===== src/rtl/output_frame_scheduler.sv =====
// Double-buffered per-tick spike bitmap with a word-serial valid/ready drain.
// One bank captures spikes while the other is streamed out and cleared word by word.
module output_frame_scheduler #(
    parameter int NUM_OUTPUTS    = 256,
    parameter int WORD_WIDTH     = 32,
    parameter int TICK_CNT_WIDTH = 16
) (
    input  logic                           clk,
    input  logic                           rst,
    input  logic                           tick,
    input  logic [$clog2(NUM_OUTPUTS)-1:0] packet_in,
    input  logic                           packet_in_valid,
    output logic [WORD_WIDTH-1:0]          m_data,
    output logic                           m_valid,
    input  logic                           m_ready,
    output logic                           m_last,
    output logic [TICK_CNT_WIDTH-1:0]      m_tick,
    output logic                           busy,
    output logic                           overrun_error,
    input  logic                           error_clear
);

    localparam int NWORDS = NUM_OUTPUTS / WORD_WIDTH;
    localparam int IDX_W  = (NWORDS > 1) ? $clog2(NWORDS) : 1;

    typedef enum logic {
        IDLE,
        SEND
    } state_t;

    state_t                    state, state_next;
    logic                      sel;
    logic [IDX_W-1:0]          idx;
    logic [TICK_CNT_WIDTH-1:0] tick_count;
    logic [NUM_OUTPUTS-1:0]    bank0, bank1;
    logic [NUM_OUTPUTS-1:0]    cap_mask, clr_mask;
    logic [WORD_WIDTH-1:0]     drain_word;
    logic                      capture, handshake, last_word;
    logic                      accept_tick, overrun_set;

    assign capture     = packet_in_valid && (32'(packet_in) < 32'(NUM_OUTPUTS));
    assign last_word   = (idx == IDX_W'(NWORDS - 1));
    assign handshake   = (state == SEND) && m_ready;
    assign accept_tick = (state == IDLE) && tick;
    assign overrun_set = (state == SEND) && tick;

    assign m_valid = (state == SEND);
    assign busy    = (state == SEND);
    assign m_last  = (state == SEND) && last_word;
    assign m_data  = (state == SEND) ? drain_word : '0;

    // sel names the capture bank; the drain bank is always the other one.
    always_comb begin
        cap_mask   = '0;
        clr_mask   = '0;
        drain_word = '0;
        if (capture) begin
            cap_mask[packet_in] = 1'b1;
        end
        for (int unsigned w = 0; w < NWORDS; w++) begin
            if (idx == IDX_W'(w)) begin
                drain_word = sel ? bank0[w*WORD_WIDTH +: WORD_WIDTH]
                                 : bank1[w*WORD_WIDTH +: WORD_WIDTH];
                if (handshake) begin
                    clr_mask[w*WORD_WIDTH +: WORD_WIDTH] = '1;
                end
            end
        end
    end

    always_comb begin
        state_next = state;
        case (state)
            IDLE: if (tick) state_next = SEND;
            SEND: if (handshake && last_word) state_next = IDLE;
            default: state_next = IDLE;
        endcase
    end

    always_ff @(posedge clk) begin
        if (rst) begin
            state <= IDLE;
        end else begin
            state <= state_next;
        end
    end

    always_ff @(posedge clk) begin
        if (rst) begin
            bank0         <= '0;
            bank1         <= '0;
            sel           <= 1'b0;
            idx           <= '0;
            tick_count    <= '0;
            m_tick        <= '0;
            overrun_error <= 1'b0;
        end else begin
            // Capture targets the pre-swap bank, so a same-cycle packet joins the ending tick.
            if (!sel) begin
                bank0 <= bank0 | cap_mask;
                bank1 <= bank1 & ~clr_mask;
            end else begin
                bank1 <= bank1 | cap_mask;
                bank0 <= bank0 & ~clr_mask;
            end

            if (accept_tick) begin
                sel        <= ~sel;
                m_tick     <= tick_count;
                tick_count <= tick_count + 1'b1;
                idx        <= '0;
            end else if (handshake && !last_word) begin
                idx <= idx + 1'b1;
            end

            if (overrun_set) begin
                overrun_error <= 1'b1;
            end else if (error_clear) begin
                overrun_error <= 1'b0;
            end
        end
    end

endmodule


===== config.mk =====
export PLATFORM = sky130hd
export DESIGN_NAME = output_frame_scheduler
export DESIGN_NICKNAME = d
export VERILOG_FILES = /design/src/rtl/output_frame_scheduler.sv
export SDC_FILE = /design/constraint.sdc
export NUM_CORES = 1
export LEC_CHECK = 0
export ABC_AREA = 0
export CORE_MARGIN = 2
export CORE_UTILIZATION = 58
export CTS_BUF_LIST = sky130_fd_sc_hd__clkbuf_8
export DETAILED_ROUTE_END_ITERATION = 10
export GPL_TIMING_DRIVEN = 0
export MAX_ROUTING_LAYER = met4
export PLACE_DENSITY = 0.79
export SLEW_MARGIN = 10
export SYNTH_ARGS = -nofsm -noshare
export SYNTH_HDL_FRONTEND = slang
export SYNTH_SLANG_ARGS = --single-unit

===== constraint.sdc =====
create_clock -name clk -period 1.8 [get_ports clk]
set_input_delay 0.27 -clock clk [delete_from_list [all_inputs] [get_ports clk]]
set_output_delay 0.27 -clock clk [all_outputs]
set_load 0.01 [all_outputs]

## After elaboration in Yosys (flattened, before gate mapping)

Index checks and enable logic that the tools add are counted.
Widths: inputs -> output; s select.

- Add/sub/neg operators: 2
- Multipliers: 0
- Divide/modulo/power cells: 0
- Magnitude comparators: 2
- Equal/unequal tests: 7
- Shift-type cells: 0
- Muxes and demuxes: 36
- Bitwise operators: 7
- Reduce and logical (&&, ||, !) cells: 11

Operators with widths:

| kind | number |
|---|---|
| $mux 32 | 26 |
| $mux 256 | 3 |
| $and 256x256->256 | 2 |
| $or 256x256->256 | 2 |
| $not 256->256 | 1 |
| $add 16x1->16 const B | 1 |
| $eq 3x3->1 const B | 4 |
| $lt 8x9->1 const B | 1 |
| $demux 1 s8 | 1 |
| $ge 8x1->1 const B | 1 |
| $logic_and 1x1->1 | 7 |
| $eq 3x2->1 const B | 2 |
| $mux 1 | 5 |
| $add 3x1->3 const B | 1 |
| $eq 3x1->1 const B | 1 |
| $logic_not 3->1 | 1 |
| $not 1->1 | 2 |
| $pmux 1 s2 | 1 |
| $reduce_bool 2->1 | 1 |
| $reduce_or 2->1 | 1 |
| $logic_not 1->1 | 1 |

- Bits in registers: 550
- Bits in latches: 0
- RAM bits: 0
- ROM bits: 0
- Input port bits: 14
- Output and inout port bits: 52
- Logic and storage cells: 73
- Memories: 0

## Longest topological paths before layout

- Depth after elaboration: 10
- Depth in mapped cells: 9
- Gate-level depth less buffers: 7

## Least setup slack after synthesis

OpenSTA, ideal clock, no wires.

- Path kind: flip-flop to output port
- Start: reg idx[0]
- End: out m_data[10]
- Arrival: 1.722 ns
- Data required time: 1.530 ns
- Path slack: -0.192 ns
- Cell stages (with the launch flop): 9
- Buffers on the path: 2
- Cell sequence: dfxtp_1 -> inv_1 -> ha_1 -> or3b_1 -> clkbuf_1 -> buf_2 -> o221ai_1 -> nand3_1 -> a21oi_1

- Word-level cells in the longest chain between the ends: 10
- Elaborated cells on any way between the ends: 17
- Those cells by class: eq/ne: 7; mux: 9; reduce/logical: 1

Ends and longest elaborated chain:

| item | RTL line | RTL |
|---|---|---|
| from (decl) | 33 | `logic [IDX_W-1:0] idx;` |
| from (signal assigned) | 113 | `idx <= idx + 1'b1;` |
| $logic_not 3->1 | 61 | `if (idx == IDX_W'(w)) begin` |
| $mux 32 (7 in series) | 61 |  |
| $mux 32 (*) | 61 |  |
| $mux 32 (*) | 50 | `assign m_data = (state == SEND) ? drain_word : '0;` |
| to (decl) | 13 | `output logic [WORD_WIDTH-1:0] m_data,` |

Mark *: on every way between the ends. The rest lies on a longest branch, timed or not.

## Worst setup path after layout

- Start: reg idx[1]
- End: out m_data[18]

Same word-level chain as after synthesis.

==> flow_metrics.py <==
metrics = {
    "outcome": {
        "status": "finished, violations left",
        "violations": "setup timing",
    },
    "clock_network": {
        "clk_pin_slew_ns": 0.07,
        "cts_inserted_buffers": 88,
        "clk_latency_ns": 0.70,
        "cts-htree-levels": 3,
        "hold_buffers": 0,
        "cts_buffer_depth": 3,
        "clock-sinks": 550,
        "cts_root_buffer": "clkbuf_8",
        "cts_tree": "built",
    },
    "critical_path": {
        "crit_type": "register to primary output",
        "start_kind": "register",
        "critical_path_arrival_ns": 2.74,
        "cp_data_required_time_ns": 1.53,
        "end_kind": "primary output",
        "cp_max_fo": 10,
    },
    "sta": {
        "setup_viol": 166,
        "setup_ws_ns": -1.21,
        "min_period_ns": 3.01,
        "worst_pin_slew_ns": 0.880,
        "fin_hold_ws_ns": 0.196,
        "clock.fmax_mhz": 333,
        "slew_violations": 0,
        "fin_crit_sh": 1.67,
        "relSlewSlack": 0.414,
        "hold_violations": 0,
        "clock_skew_ns": 0.0217,
        "rsz0062_at_grt": "yes",
    },
    "route": {
        "routed-via-count": 22100,
        "final_antenna_net_count": 0,
        "drt_iter0_drc": 2774,
        "vias_per_cell": 6.35,
        "drt_pass1_iterations": 5,
        "remaining_drc_errors": 0,
        "wl_um": 91700,
        "wl_per_cell_um": 26.4,
    },
    "die": {
        "dieArea_mm2": 0.0415,
        "rows": 73,
        "core_mm2": 0.0395,
        "die_h_um": 204,
        "die_w_um": 204,
        "io_pins": 66,
        "initial_core_util": 0.584,
    },
    "grt": {
        "grt_pass1_vias": 20600,
        "grt_usage": 0.444,
        "antenna_found_initial": 0,
        "grt_max_degree": 13,
        "grt_pass1_wl_um": 132000,
        "grt_overflow": 0,
    },
    "synthesis": {
        "yosys.area.top_type": "dfxtp_1",
        "yosysWarnings": 0,
        "synth_area_mm2": 0.0231,
        "synthTopCellsByCount": "a21oi_1 (615), nor2_1 (556), dfxtp_1 (550), mux2i_1 (255), clkbuf_1 (96)",
        "ys.flop_type": "dfxtp_1",
        "syn_area_per_cell_um2": 8.60,
        "ys_ff_latch": 550,
        "synth_cell_types": 59,
        "synthTopCellsByArea": "dfxtp_1 (48%), a21oi_1 (13%), mux2i_1 (11%)",
        "synth-edff-count": 0,
        "synth_top_area_share": 0.476,
        "yosysSeqAreaShare": 0.476,
        "synth_fp_nets": 2709,
        "synth_most_common_cell": "a21oi_1",
        "async_flop_share": 0,
        "syn_inst": 2688,
    },
    "power": {
        "finalPower_uw": 25900,
        "sw_frac_of_total": 0.269,
        "p_sw_uw": 6940,
        "p_per_area_mw_per_mm2": 875,
        "irDropWorstVdd_uv": 898,
        "p_clk_frac": 0.425,
        "p_int_uw": 18900,
        "power_frac_comb": 0.102,
        "power_frac_seq": 0.473,
        "power.leakage_uw": 0.0107,
    },
    "cells_and_area": {
        "n_fill_cell": 2804,
        "nets": 2899,
        "drive_above_1_share": 0.266,
        "layout-area-overhead-vs-synth_pct": 27.8,
    },
    "placed_design": {
        "port_buffers": 64,
        "gp_congestion": 1.04,
        "dp_slack_ns": -1.49,
        "place_hpwl_um": 62600,
    },
    "job": {
        "drv_cap": 0,
    },
    "hold_path": {
        "min_path_type": "input pin to register",
    },
}
==> worst max-delay path: stages (launching register included) <==
cell and delay, ns:
dfxtp_4 0.37, inv_4 0.08, ha_4 0.17, nand2_2 0.15, clkbuf_2 0.25, o21ai_0 0.48
a211oi_2 0.10, a21oi_2 0.24, buf_2 0.17
==> cell type report <==
class / count / area, µm² / area share
Inverter: 19 / 91.3 / 0.00309
Antenna cell: 1 / 2.50 / 0.0000847
Clock buffer: 112 / 1540 / 0.0522
Sequential cell: 550 / 11000 / 0.373
Clock inverter: 47 / 244 / 0.00826
Buffer: 235 / 2090 / 0.0708
Tap cell: 525 / 657 / 0.0222
Multi-Input combinational cell: 1879 / 13000 / 0.439
Timing Repair Buffer: 105 / 930 / 0.0315
==> stage by stage <==
| step | TNS, ns | area (µm²) | std cells | util |
|---|---|---|---|---|
| after floorplan | -4.25 | 23300 | 2688 | - |
| after global placement | -443.82 | 24600 | 3277 | 0.623 |
| after detailed placement | -457.55 | 24600 | 3277 | 0.623 |
| after CTS | -44.80 | 28700 | 3453 | 0.725 |
| after global routing | -51.53 | 29500 | 3472 | 0.747 |
| final | -48.53 | 29500 | 3473 | 0.747 |
==> routing by layer <==
metal,part of all wire,global-route usage,vias up
met4,0.056,0.236,0
met3,0.12,0.108,289
met5,0,-,-
li1,-,-,9695
met1,0.40,0.590,10700
met2,0.42,0.622,1424
==> state kept, by name (all words and copies together), names as in the netlist <==
name           flops
bank0            256
bank1            256
busy               1
idx                3
m_tick            16
overrun_error      1
sel                1
tick_count        16
==> power groups by stage <==
stage	Sequential, µW	Clock, µW	Combinational [µW]
finish	12200	11000	2650
global route	12200	11500	2690
CTS	12200	10900	2380
detailed placement	12500	0	1970
global placement	12500	0	1970
floorplan	12500	0	1250
==> cells in the final DEF (no fill, tap or decap), drive strengths merged, types with 3 or more instances in the layout <==
| master | Yosys | layout |
|---|---|---|
| a2111oi | 3 | 3 |
| a211oi | 32 | 32 |
| a21o | 9 | 9 |
| a21oi | 616 | 616 |
| a22o | 12 | 12 |
| a31oi | 3 | 3 |
| and2 | 21 | 21 |
| and3 | 6 | 6 |
| and4 | 4 | 4 |
| and4b | 5 | 5 |
| and4bb | 6 | 6 |
| buf | 144 | 220 |
| clkbuf | 96 | 201 |
| clkdlybuf4s50 | 0 | 8 |
| clkinv | 0 | 12 |
| dfxtp | 550 | 550 |
| dlygate4sd2 | 0 | 22 |
| ha | 7 | 7 |
| inv | 19 | 52 |
| mux2i | 255 | 255 |
| nand2 | 78 | 78 |
| nand2b | 7 | 7 |
| nand3 | 37 | 37 |
| nand3b | 4 | 4 |
| nand4 | 4 | 4 |
| nor2 | 571 | 571 |
| nor2b | 15 | 15 |
| nor3 | 5 | 5 |
| nor4b | 4 | 4 |
| o21a | 11 | 11 |
| o21ai | 86 | 86 |
| o21bai | 5 | 5 |
| o221ai | 32 | 32 |
| o31ai | 3 | 3 |
| or3 | 5 | 5 |
| or3b | 4 | 4 |
| or4 | 3 | 3 |
| xnor2 | 3 | 3 |
| xor2 | 9 | 9 |
==> final timing paths <==
check	to	start	slack, ns	cells past startpoint
setup / recovery	m_data[18]	idx[1]	-1.21	8
hold / removal	bank0[180]	packet_in[2]	0.20	4
setup reg to reg	bank0[36]	sel	-0.18	7
hold reg to reg	m_tick[11]	m_tick[11]	0.45	2
==> cell families after synthesis <==
| kind of cell | share of synthesized area |
|---|---|
| mux | 0.111 |
| flops | 0.476 |
| compound gates | 0.193 |
| xor+xnor | 0.00455 |
| simple gates | 0.150 |
| fa+ha+maj | 0.00379 |
| buf+inv | 0.0611 |
==> repair_timing <==
action,4_1_cts,5_1_grt
cloned,4,2
hold endpoints to repair,0,0
endpoints found under the setup margin,577,447
pin swaps,80,62
setup buffers,16,19
resized for setup,733,161
Power figures use the tool's default switching activity.
